`src/rtl/pipelined_add_sub.sv`:
```
// Pipelined WIDTH-bit adder/subtractor, one CW-bit ripple chunk per stage,
// with skewed operands, deskewed results and a valid/ready handshake.
module pipelined_add_sub #(
    parameter int WIDTH  = 32,
    parameter int STAGES = 4
) (
    input  logic             clk,
    input  logic             rst_n,
    input  logic             in_valid,
    output logic             in_ready,
    input  logic [WIDTH-1:0] a,
    input  logic [WIDTH-1:0] b,
    input  logic             cin,
    input  logic             sub,
    output logic             out_valid,
    input  logic             out_ready,
    output logic [WIDTH-1:0] s,
    output logic             cout,
    output logic             ovf,
    output logic             zero
);

    localparam int CW   = WIDTH / STAGES;
    localparam int LAST = STAGES - 1;

    generate
        if (STAGES < 1 || WIDTH < 2 || (WIDTH % STAGES) != 0) begin : g_bad_cfg
            $error("pipelined_add_sub: WIDTH must be >= 2 and divisible by STAGES");
        end
    endgenerate

    logic             stall;
    logic             en;

    logic             v_q   [STAGES];
    logic             sub_q [STAGES];
    logic             c_q   [STAGES];
    logic [WIDTH-1:0] x_q   [STAGES];
    logic [WIDTH-1:0] y_q   [STAGES];
    logic             msbc_q;
    logic             zero_q;

    logic             v_d   [STAGES];
    logic             sub_d [STAGES];
    logic             c_d   [STAGES];
    logic [WIDTH-1:0] x_d   [STAGES];
    logic [WIDTH-1:0] y_d   [STAGES];

    logic             c_n   [STAGES];
    logic [WIDTH-1:0] x_n   [STAGES];
    logic             msbc_n;
    logic             zero_n;

    assign stall    = v_q[LAST] & ~out_ready;
    assign en       = ~stall;
    assign in_ready = ~stall;

    // x carries finished result chunks below the current chunk and A above it
    always_comb begin
        x_d[0]   = a;
        y_d[0]   = sub ? ~b : b;
        c_d[0]   = cin ^ sub;
        v_d[0]   = in_valid;
        sub_d[0] = sub;
        for (int k = 1; k < STAGES; k++) begin
            x_d[k]   = x_q[k-1];
            y_d[k]   = y_q[k-1];
            c_d[k]   = c_q[k-1];
            v_d[k]   = v_q[k-1];
            sub_d[k] = sub_q[k-1];
        end
    end

    always_comb begin
        logic c;
        int   j;
        c      = 1'b0;
        j      = 0;
        x_n    = x_d;
        c_n    = c_d;
        msbc_n = 1'b0;
        for (int k = 0; k < STAGES; k++) begin
            c = c_d[k];
            for (int i = 0; i < CW; i++) begin
                j = k * CW + i;
                if (j == WIDTH - 1) begin
                    msbc_n = c;
                end
                x_n[k][j] = x_d[k][j] ^ y_d[k][j] ^ c;
                c = (x_d[k][j] & y_d[k][j]) | (c & (x_d[k][j] ^ y_d[k][j]));
            end
            c_n[k] = c;
        end
        zero_n = ~|x_n[LAST];
    end

    always_ff @(posedge clk or negedge rst_n) begin
        if (!rst_n) begin
            for (int k = 0; k < STAGES; k++) begin
                v_q[k]   <= 1'b0;
                sub_q[k] <= 1'b0;
                c_q[k]   <= 1'b0;
                x_q[k]   <= '0;
                y_q[k]   <= '0;
            end
            msbc_q <= 1'b0;
            zero_q <= 1'b0;
        end else if (en) begin
            for (int k = 0; k < STAGES; k++) begin
                v_q[k]   <= v_d[k];
                sub_q[k] <= sub_d[k];
                c_q[k]   <= c_n[k];
                x_q[k]   <= x_n[k];
                y_q[k]   <= y_d[k];
            end
            msbc_q <= msbc_n;
            zero_q <= zero_n;
        end
    end

    // Borrow is the inverted final carry in subtract mode
    assign out_valid = v_q[LAST];
    assign s         = x_q[LAST];
    assign cout      = c_q[LAST] ^ sub_q[LAST];
    assign ovf       = c_q[LAST] ^ msbc_q;
    assign zero      = zero_q;

endmodule

```
`config.mk`:
```
export PLATFORM = sky130hd
export DESIGN_NAME = pipelined_add_sub
export DESIGN_NICKNAME = d
export VERILOG_FILES = /design/src/rtl/pipelined_add_sub.sv
export SDC_FILE = /design/constraint.sdc
export NUM_CORES = 1
export LEC_CHECK = 0
export ABC_AREA = 1
export CAP_MARGIN = 5
export CORE_MARGIN = 4
export CORE_UTILIZATION = 35
export DETAILED_ROUTE_END_ITERATION = 7
export SLEW_MARGIN = 10
export SYNTH_ARGS = -nofsm -noshare
export SYNTH_HDL_FRONTEND = slang
export SYNTH_SLANG_ARGS = --single-unit
```
`constraint.sdc`:
```
create_clock -name clk -period 3.5 [get_ports clk]
set_input_delay 0.7 -clock clk [delete_from_list [all_inputs] [get_ports clk]]
set_output_delay 0.7 -clock clk [all_outputs]
set_load 0.01 [all_outputs]
```
=== Yosys cells after proc, flatten, opt, wreduce, memory -nomap -nowiden ===
Index checks and enable logic that the tools add are counted.

* Muxes and demuxes: 1
* Bitwise operators: 167
* Reductions and logical operators: 2

{| class="wikitable"
|+ Operator list
! operator !! count
|-
| $xor A1 B1 Y1 || 67
|-
| $and A1 B1 Y1 || 65
|-
| $mux W32 || 1
|-
| $not A32 Y32 || 1
|-
| $or A1 B1 Y1 || 32
|-
| $reduce_or A32 Y1 || 1
|-
| $not A1 Y1 || 2
|-
| $logic_not A1 Y1 || 1
|}

* Flip-flop bits (word level): 238
* Input port bits: 70
* Output and inout bits: 37
* Logic and storage cells: 191

=== Depth between registers and ports, before layout ===
Gate-level depths: netlist (run 1).

* Depth after elaboration: 19
* Mapped depth: 17

=== Worst setup path before layout (run 1) ===
OpenSTA, ideal clock, no wires.

* Path type: input-to-reg
* From: input sub
* To: register x_q (netlist bit x_d[71])
* Setup time: 0.130 ns
* Arrival time: 4.459 ns
* Setup slack: -1.089 ns
* Stages on the path: 14
* Path buffers: 2
* Cells stage by stage: buf_4 -> buf_4 -> xnor2_1 -> fa_1 -> fa_1 -> fa_1 -> fa_1 -> fa_1 -> fa_1 -> fa_1 -> inv_1 -> fa_1 -> nand2_1 -> o21ai_0

{| class="wikitable"
|+ RTL lines
! what !! RTL line !! text
|-
| from (decl) || 14 || <nowiki>input logic sub,</nowiki>
|-
| to (signal, indexed assignment) || 113 || <nowiki>x_q[k] <= x_n[k];</nowiki>
|-
| to (decl) || 38 || <nowiki>logic [WIDTH-1:0] x_q [STAGES];</nowiki>
|}

==> results by group, run 1 <==
Outcome
  – Status: complete, but fails checks
  – Failing checks: negative setup slack

Timing
  – Tightest Pin Transition: 0.735 ns
  – Hold Slack: 0.321 ns
  – PnR worst setup slack: -0.238 ns
  – Fmax: 267 MHz
  – Final setup violation count: 2
  – Sum Neg Setup Slack: -0.423 ns
  – Final hold viol count: 0
  – Rel. slew slack: 51.0%
  – RSZ-0062 raised after global routing: true
  – Slew Limit Fails: 0
  – Fin crit share: 107%
  – Worst Skew: 0.00981 ns
  – Min Clock Period, post-route: 3.74 ns

CTS
  – Clock transition at path regs: 0.06 ns
  – Clk Latency, worst-skew pair: 0.43 ns
  – CTS max path bufs: 2
  – Clock sink count: 190
  – CTS tree: done
  – CTS H-tree lvls: 4
  – CTS buffer count: 17
  – Cts hold-fix bufs: 0
  – Clock root cell: clkbuf_16

Power and ir drop
  – Lkg Pwr: 4.73 nW
  – Power per cell area: 843 nW/um2
  – Max rail drop VDD: 326 uV

GRT
  – Largest net degree at the start of global routing: 127
  – Initial antenna violation count: 0
  – Vias in the first global route: 5405
  – Global-route usage over all layers: 13.4%
  – GRT overflow: 0
  – First-pass GRT wire length: 28200 um

Layout
  – Sequential Area: 4750 um2
  – Final Core Density: 44.4%
  – Number of fill cells: 2269
  – Ant. Diodes: 0
  – Layout net count: 1044
  – Non-Filler Instances: 1266
  – Area of the multi-input gates: 3060 um2
  – Area grow syn2layout: 23.8%
  – Layout cells sized above 1: 9.86%

Critical path
  – CP Capture Type: flip-flop
  – Nature of the critical path startpoint: primary input
  – CP required: 3.79 ns
  – Crit path max fanout: 5
  – Crit Path Category: primary input to flip-flop
  – Crit path launch: sub
  – Worst reg2reg path startpoint: y_d[24]
  – Worst Path Arrival: 4.03 ns

Logic synthesis
  – Yosys cell types: 21
  – Mean Syn Cell Area: 9.64 um2
  – Post-Syn Nets: 952
  – Post-synthesis xor/xnor area fraction: 3.74%
  – Post-synthesis compound-gate area fraction: 6.11%
  – Cell Area, Synth: 8200 um2
  – Post-Synth Adder-Cell Area: 7.82%
  – Mapped Cells: 850
  – Mux share of post-synthesis cell area: 0%
  – Main combinational cell family by area after synthesis: simple AND/OR/NAND/NOR gates
  – Post-Synth Simple-Gate Area: 18.5%
  – #FFs+latches synth: 190
  – Sequential cell area fraction in the yosys report: 58.0%
  – YS warnings: 0

Routing
  – DR DRC count: 0
  – Via density: 4.23
  – DR pass1 iterations: 4
  – Drt wl/cell: 13.0 um
  – Total vias in the final route: 5361
  – WL final: 16500 um
  – Antenna Nets Post-Route: 0
  – DR iter-0 viols: 372

Placed design
  – I/O Buffers: 106
  – Placer Congestion: 0.733
  – Placed cell count: 1235
  – Dpl hpwl: 11100 um

Floorplan
  – Top Ports: 107
  – Initial Util: 35.9%
  – Die ar.: 25900 um2
  – Die X: 161 um
  – Die height: 161 um
  – Core area: 22800 um2
  – Num rows: 55

Hold path
  – Hold Crit Class: primary input to async pin

Flow run
  – Max Cap Viol: 0
-- area by class of cell --
cell class,count,area share [%]
Sequential cell,190,46.9
Tap cell,313,3.86
Clock inverter,8,0.604
Inverter,55,2.08
Multi-Input combinational cell,560,30.1
Timing Repair Buffer,118,11.9
Clock buffer,22,4.58
-- path summary, 6_finish.rpt --
kind | slack, ns | cells after the start | end
max | -0.24 | 13 | x_d[71]
min | 0.32 | 1 | c_d[2]
max reg2reg | -0.18 | 17 | zero
min reg2reg | 0.45 | 2 | out_valid
max in group asynchronous | 2.33 | 2 | x_d[40]
min in group clk | 0.45 | 2 | out_valid
-- placed cells by master (no fill, tap or decap), types with 5 or more instances in the layout --
cell,count
clkdlybuf4s50_1,101
fa_2,27
o21ai_0,93
nor2_1,14
nand2_2,10
xnor2_1,30
clkbuf_16,17
fa_1,5
inv_2,10
o21ai_1,6
inv_1,44
nand2_1,363
buf_4,8
buf_12,5
dfrtp_1,190
-- routing by layer --
metal  up-vias  track usage [%]  wire [um]
met2        91             18.3       6880
met3        11             3.42        680
met1      2472             21.0       8730
li1       2787                -          -
met4         0             3.99        191
met5         -                0          0
-- per-stage QoR --
step	worst slack [ns]	area [um2]	power (mW)
floorplan	-0.707	8280	5.64
global placement	-1.05	9570	6.76
detailed placement	-1.04	9570	6.86
CTS	-0.256	10100	8.68
global route	-0.351	10100	9.37
finish	-0.238	10100	8.56
-- flip-flops by register name, summed over array words and instances, names as in the netlist, 3 cells and up --
| register | flops |
|---|---|
| c_d | 3 |
| s | 32 |
| x_d | 96 |
| v_d | 3 |
| y_d | 48 |
| sub_d | 3 |
-- critical path, stage by stage --
cell     delay (ns)
buf_12         0.12
xnor2_4        0.14
fa_2           0.37
fa_2           0.37
fa_2           0.35
fa_2           0.34
fa_2           0.34
fa_2           0.34
fa_2           0.34
inv_2          0.06
fa_2           0.41
nand2_1        0.07
o21ai_1        0.07
-- synth_stat cells, drive strengths merged --
cell type | count | area share, %
a21oi | 1 | 0.061
buf | 38 | 2.9
clkbuf | 7 | 0.35
dfrtp | 190 | 58
fa | 32 | 7.8
inv | 55 | 2.5
nand2 | 374 | 18
nand3 | 3 | 0.18
nand4 | 2 | 0.15
nor2 | 14 | 0.64
o21ai | 99 | 6.0
xnor2 | 32 | 3.4
xor2 | 3 | 0.32
-- power breakdown --
part / total [mW] / switching [mW] / leakage [nW] / internal, mW
clock network: 1.74 / 0.800 / 0.245 / 0.941
logic: 3.09 / 1.71 / 2.17 / 1.38
registers: 3.73 / 0.559 / 2.31 / 3.17
-- what timing repair did --
action,4_1_cts,5_1_grt
endpoints found under the setup margin,7,6
pin swaps,4,4
setup buffers,0,1
gates resized for setup,27,11
-- kinds of logic after synthesis --
| logic type | count (synthesis) |
|---|---|
| compound gates | 100 |
| buf+inv | 100 |
| xor+xnor | 35 |
| fa+ha+maj | 32 |
| flops | 190 |
| simple gates | 393 |
Note: power is estimated with default switching activity, not from simulation.
==> run 2: changes to the inputs <==
- ABC_CLOCK_PERIOD_IN_PS: default -> 3500
- CORE_ASPECT_RATIO: default -> 1.4
==> results by group, run 2 (synthesized netlist as in run 1, its figures left out) <==
Outcome
  – Status: complete, but fails checks (unchanged)
  – Failing checks: negative setup slack (unchanged)

Critical path
  – CP Capture Type: flip-flop (unchanged)
  – Worst reg2reg path startpoint: y_d[24] (unchanged)
  – Internal reg-to-reg setup slack: -0.23 ns (was -0.18 ns)
  – Worst Path Arrival: 4.03 ns (about the same)
  – Crit path max fanout: 4 (was 5)
  – CP required: 3.80 ns (was 3.79 ns)
  – Worst reg2reg path endpoint: zero (unchanged)
  – R2R cell count: 17 (unchanged)
  – Crit Path Category: primary input to flip-flop (unchanged)
  – Nature of the critical path startpoint: primary input (unchanged)

Timing
  – Slew Limit Fails: 0 (unchanged)
  – Fin crit share: 107% (about the same)
  – Final hold viol count: 0 (unchanged)
  – Final setup violation count: 3 (was 2)
  – Tightest Pin Transition: 0.703 ns (was 0.735 ns)
  – Rel. slew slack: 53.1% (was 51.0%)
  – Min Clock Period, post-route: 3.73 ns (was 3.74 ns)
  – Hold Slack: 0.305 ns (was 0.321 ns)
  – Fmax: 268 MHz (was 267 MHz)
  – RSZ-0062 raised after global routing: true (unchanged)
  – Worst Skew: 0.00972 ns (was 0.00981 ns)
  – PnR worst setup slack: -0.234 ns (was -0.238 ns)

Layout
  – Area of the multi-input gates: 3060 um2 (unchanged)
  – Area grow syn2layout: 24.9% (was 23.8%)
  – Final Core Density: 44.3% (was 44.4%)
  – Number of fill cells: 2275 (was 2269)
  – Commonest cells after routing, fill and taps aside: nand2_1, dfrtp_1, clkdlybuf4s50_1 (unchanged)
  – Non-Filler Instances: 1262 (was 1266)
  – Layout net count: 1045 (was 1044)
  – Layout cells sized above 1: 10.3% (was 9.86%)
  – Commonest non-fill, non-tap cell in the layout: nand2_1 (unchanged)
  – Sequential Area: 4750 um2 (unchanged)
  – Ant. Diodes: 0 (unchanged)
  – Max reg flops: 96 (unchanged)
  – Final instance area: 10200 um2 (was 10100 um2)

Hold path
  – Hold Crit Class: primary input to async pin (unchanged)

Routing
  – DR iter-0 viols: 372 (unchanged)
  – Total vias in the final route: 5409 (was 5361)
  – DR pass1 iterations: 4 (unchanged)
  – Antenna Nets Post-Route: 0 (unchanged)
  – DR DRC count: 0 (unchanged)
  – Drt wl/cell: 12.8 um (was 13.0 um)
  – WL final: 16100 um (was 16500 um)
  – Via density: 4.29 (was 4.23)

Floorplan
  – Die ar.: 26000 um2 (was 25900 um2)
  – Die X: 137 um (was 161 um)
  – Core area: 23100 um2 (was 22800 um2)
  – Num rows: 66 (was 55)
  – Die height: 189 um (was 161 um)
  – Top Ports: 107 (unchanged)
  – Initial Util: 35.4% (was 35.9%)

Placed design
  – Placed cell areas: 9570 um2 (about the same)
  – Setup WS pre-CTS: -1.08 ns (was -1.04 ns)
  – Dpl hpwl: 10900 um (was 11100 um)
  – Placed cell count: 1228 (was 1235)
  – I/O Buffers: 106 (unchanged)
  – Placer Congestion: 0.750 (was 0.733)

CTS
  – Clk Latency, worst-skew pair: 0.43 ns (about the same)
  – CTS max path bufs: 2 (unchanged)
  – Clock sink count: 190 (unchanged)
  – Clock transition at path regs: 0.07 ns (was 0.06 ns)
  – CTS buffer count: 17 (unchanged)
  – Clock root cell: clkbuf_16 (unchanged)
  – CTS tree: done (unchanged)
  – CTS H-tree lvls: 4 (unchanged)

Power and ir drop
  – Max rail drop VDD: 357 uV (was 326 uV)
  – Lkg Pwr: 4.80 nW (was 4.73 nW)
  – Power per cell area: 860 nW/um2 (was 843 nW/um2)

GRT
  – Initial antenna violation count: 0 (unchanged)
  – GRT overflow: 0 (unchanged)
  – Global-route usage over all layers: 13.2% (was 13.4%)
  – Largest net degree at the start of global routing: 135 (was 127)
  – First-pass GRT wire length: 27300 um (was 28200 um)
  – Vias in the first global route: 5479 (was 5405)

Flow run
  – Max Cap Viol: 0 (unchanged)
-- run 2: cell types whose count changed in the layout (fill, tap and decap cells not counted) --
cell        previous run  this run
inv_2                 10         8
clkbuf_8               3         1
inv_1                 44        46
clkinv_8               0         2
inv_8                  0         3
clkinvlp_4             4         0
clkbuf_1               3         0
inv_6                  2         8
buf_6                  0         1
bufinv_16              0         2
clkinv_4               2         0
-- run 2: layout make-up --
type	instances	area share (%)
clock inverters	15	1.88
well taps	306	3.74
flip-flops and latches	190	46.4
repair buffers	119	11.9
clock buffers	17	4.15
inverters	55	2.06
multi-input cells	560	29.9
-- run 2: layer usage --
layer	track usage, %	up-vias	share of wire, %
met5	0	-	0
met4	4.88	0	1.9
met3	2.34	17	2.8
met2	20.4	72	48
met1	18.5	2538	47
li1	-	2782	-
-- run 2: worst max-delay path by stage --
stage                     startpoint       to  slack, ns  cells after the start
after floorplan                  sub  x_d[71]      -0.71                     14
after global placement           cin  x_d[71]      -1.06                     13
after detailed placement         cin  x_d[71]      -1.08                     13
after CTS                        sub  x_d[71]      -0.29                     13
after global routing         y_d[24]     zero      -0.34                     17
final                            sub  x_d[71]      -0.23                     13
-- run 2: worst max-delay path, stage by stage --
cell     delay [ns]
buf_6          0.12
xnor2_4        0.14
fa_2           0.37
fa_2           0.37
fa_2           0.35
fa_2           0.35
fa_2           0.35
fa_2           0.34
fa_2           0.34
inv_2          0.06
fa_2           0.41
nand2_1        0.07
o21ai_1        0.06
-- run 2: power breakdown --
| part | internal, mW | switching, mW |
|---|---|---|
| Clock | 1.10 | 0.925 |
| Combinational | 1.39 | 1.68 |
| Sequential | 3.16 | 0.548 |
-- run 2: per-stage QoR --
step / TNS, ns / power [mW]
floorplan: -1.54 / 5.64
global placement: -3.28 / 6.76
detailed placement: -3.57 / 6.84
CTS: -0.590 / 8.94
global route: -0.881 / 9.59
finish: -0.467 / 8.80
-- run 2: what timing repair did --
| action | CTS | global route |
|---|---|---|
| setup buffers | 0 | 2 |
| endpoints found under the setup margin | 7 | 6 |
| pin swaps | 3 | 5 |
| hold buffers | 0 | 0 |
| gates resized for setup | 26 | 8 |
==> run 3: changes to the inputs <==
--- a/config.mk
+++ b/config.mk
@@ -17,2 +17,3 @@
 export SYNTH_HDL_FRONTEND = slang
 export SYNTH_SLANG_ARGS = --single-unit
+export TNS_END_PERCENT = 30
==> constraint.sdc (replaced) <==
create_clock -name clk -period 3.5 [get_ports clk]
set_input_delay 0.7 -clock clk [delete_from_list [all_inputs] [get_ports clk]]
set_output_delay 0.7 -clock clk [all_outputs]
set_load 0.1 [all_outputs]
==> results by group, run 3 (synthesized netlist as in run 1, its figures left out) <==
GRT
  – Initial antenna violation count: 0 (unchanged)
  – Vias in the first global route: 5407 (was 5479)
  – Global-route usage over all layers: 13.4% (was 13.2%)
  – Largest net degree at the start of global routing: 91 (was 135)
  – GRT overflow: 0 (unchanged)
  – First-pass GRT wire length: 27700 um (was 27300 um)

Routing
  – Total vias in the final route: 5402 (was 5409)
  – Via density: 4.28 (was 4.29)
  – WL final: 16100 um (about the same)
  – DR DRC count: 0 (unchanged)
  – DR iter-0 viols: 330 (was 372)
  – Drt wl/cell: 12.7 um (was 12.8 um)
  – Antenna Nets Post-Route: 0 (unchanged)
  – DR pass1 iterations: 4 (unchanged)

Floorplan
  – Num rows: 66 (unchanged)
  – Die X: 137 um (unchanged)
  – Top Ports: 107 (unchanged)
  – Initial Util: 35.4% (unchanged)
  – Die ar.: 26000 um2 (unchanged)
  – Die height: 189 um (unchanged)
  – Core area: 23100 um2 (unchanged)

Timing
  – Final hold viol count: 0 (unchanged)
  – Rel. slew slack: 33.4% (was 53.1%)
  – Sum Neg Setup Slack: -0.443 ns (was -0.467 ns)
  – Min Clock Period, post-route: 3.72 ns (was 3.73 ns)
  – Fin crit share: 106% (was 107%)
  – Fmax: 269 MHz (was 268 MHz)
  – Hold Slack: 0.320 ns (was 0.305 ns)
  – Final setup violation count: 2 (was 3)
  – Tightest Pin Transition: 0.997 ns (was 0.703 ns)
  – RSZ-0062 raised after global routing: true (unchanged)
  – PnR worst setup slack: -0.223 ns (was -0.234 ns)
  – Worst Skew: 0.00910 ns (was 0.00972 ns)
  – Slew Limit Fails: 0 (unchanged)

Placed design
  – Placer Congestion: 0.730 (was 0.750)
  – I/O Buffers: 106 (unchanged)
  – Setup WS pre-CTS: -1.08 ns (about the same)
  – Dpl hpwl: 11200 um (was 10900 um)
  – Placed cell areas: 9510 um2 (was 9570 um2)

Layout
  – Max reg flops: 96 (unchanged)
  – Commonest cells after routing, fill and taps aside: nand2_1, dfrtp_1, o21ai_0 (was nand2_1, dfrtp_1, clkdlybuf4s50_1)
  – Layout cells sized above 1: 11.5% (was 10.3%)
  – Layout net count: 1044 (was 1045)
  – Ant. Diodes: 0 (unchanged)
  – Commonest non-fill, non-tap cell in the layout: nand2_1 (unchanged)
  – Final instance area: 10200 um2 (about the same)
  – Area grow syn2layout: 24.0% (was 24.9%)

Critical path
  – Crit Path Category: flip-flop to flip-flop (was primary input to flip-flop)
  – Worst Path Arrival: 4.04 ns (was 4.03 ns)
  – CP required: 3.82 ns (was 3.80 ns)
  – Nature of the critical path startpoint: flip-flop (was primary input)
  – CP Capture Type: flip-flop (unchanged)
  – Worst path max stage delay: 0.41 ns (about the same)
  – Crit path max fanout: 2 (was 4)
  – CP cell instances: fa_2 -> fa_2 -> fa_2 -> fa_1 -> inv_1 -> fa_1 -> inv_1 -> fa_2 -> fa_2 -> inv_2 -> fa_1 -> inv_1 -> nor2_1 -> nand2_1 -> nor2_1 -> nand3_1 -> nand2_1 (was buf_6 -> xnor2_4 -> fa_2 -> fa_2 -> fa_2 -> fa_2 -> fa_2 -> fa_2 -> fa_2 -> inv_2 -> fa_2 -> nand2_1 -> o21ai_1)
  – Slowest stage cell, crit path: dfrtp_1 (was fa_2)
  – CP bufs+invs: 4 (was 2)
  – Crit path max-delay family: adder cells (unchanged)
  – Critical Path Most Common Cell: fa_2 (unchanged)

Power and ir drop
  – Pint: 5.61 mW (was 5.65 mW)
  – Sequential share of power: 36.7% (was 42.1%)
  – Total power: 10.1 mW (was 8.80 mW)
  – Power per cell area: 996 nW/um2 (was 860 nW/um2)
  – Switching power: 4.51 mW (was 3.15 mW)
  – Clock power frac: 19.3% (was 22.9%)
  – Comb pwr share: 43.9% (was 34.9%)
  – Lkg Pwr: 4.82 nW (was 4.80 nW)
  – Max rail drop VDD: 481 uV (was 357 uV)
  – Switching share of power: 44.6% (was 35.8%)

CTS
  – CTS H-tree lvls: 4 (unchanged)
  – CTS buffer count: 17 (unchanged)
  – Clock transition at path regs: 0.07 ns (about the same)
  – Clk Latency, worst-skew pair: 0.42 ns (was 0.43 ns)
  – CTS max path bufs: 2 (unchanged)
  – Clock root cell: clkbuf_16 (unchanged)
  – CTS tree: done (unchanged)
  – Clock sink count: 190 (unchanged)

Outcome
  – Failing checks: negative setup slack (unchanged)
  – Status: complete, but fails checks (unchanged)

Hold path
  – Hold Crit Class: primary input to async pin (unchanged)

Flow run
  – Max Cap Viol: 0 (unchanged)
## run 3: cell types whose count changed in the layout (fill, tap and decap cells not counted), sizes merged
cell / before / now
buf: 16 / 36
clkdlybuf4s50: 101 / 80
inv: 65 / 62
clkbuf: 18 / 20
clkdlybuf4s15: 1 / 0
clkinvlp: 0 / 2
dlygate4sd2: 0 / 1
clkinv: 3 / 2
## run 3: through the flow
| step | cells | utilization [%] |
|---|---|---|
| 2_1_floorplan | 850 | - |
| 3_3_place_gp | 1227 | 41.1 |
| 3_5_place_dp | 1227 | 41.1 |
| 4_1_cts | 1260 | 43.9 |
| 5_1_grt | 1261 | 44.0 |
| 6_report | 1261 | 44.0 |
## run 3: routing by layer
metal  GRT usage (%)  wire, um  vias to the layer above
met5               0         0                        -
met4            4.11       248                        0
met3            3.62       634                       13
met2            20.6      7580                       86
met1            18.6      7590                     2520
li1                -         -                     2783
## run 3: path summary, 6_finish.rpt
kind                          from         to  slack (ns)  cells past startpoint
max reg2reg                y_d[24]       zero       -0.22                     17
min reg2reg                 v_d[0]  out_valid        0.45                      2
max in group asynchronous    rst_n    y_d[76]        2.42                      2
max                        y_d[24]       zero       -0.22                     17
min                          rst_n      s[19]        0.32                      1
min in group clk            v_d[0]  out_valid        0.45                      2
## run 3: worst register-to-register path, delay by kind of cell (launching register included)
| kind | cells | cell delay, ns |
|---|---|---|
| buffers and inverters | 4 | 0.27 |
| DFF | 1 | 0.41 |
| adders and majority gates | 8 | 2.70 |
| and+or+nand+nor | 5 | 0.24 |
## run 3: final cells by class
type	count	area, um2
clock inverter	13	149
timing repair buffer	118	1170
inverter	55	211
fill	2337	13000
multi-input combinational	560	3050
sequential	190	4750
clock buffer	19	453
tap	306	383
## run 3: timing repair
action / 4_1_cts / 5_1_grt
pin swaps: 3 / 5
setup buffers: 1 / 1
setup endpoints to repair: 9 / 8
gates resized for setup: 27 / 7
hold buffers: 0 / 0
## run 3: power groups by stage
stage                     sequential [mW]  clock [mW]  combinational, mW
final                                3.72        1.96               4.45
after global routing                 3.85        2.13               4.98
after CTS                            3.73        2.02               4.52
after detailed placement             3.75           0               4.46
after global placement               3.72           0               4.40
after floorplan                      4.98           0               2.03
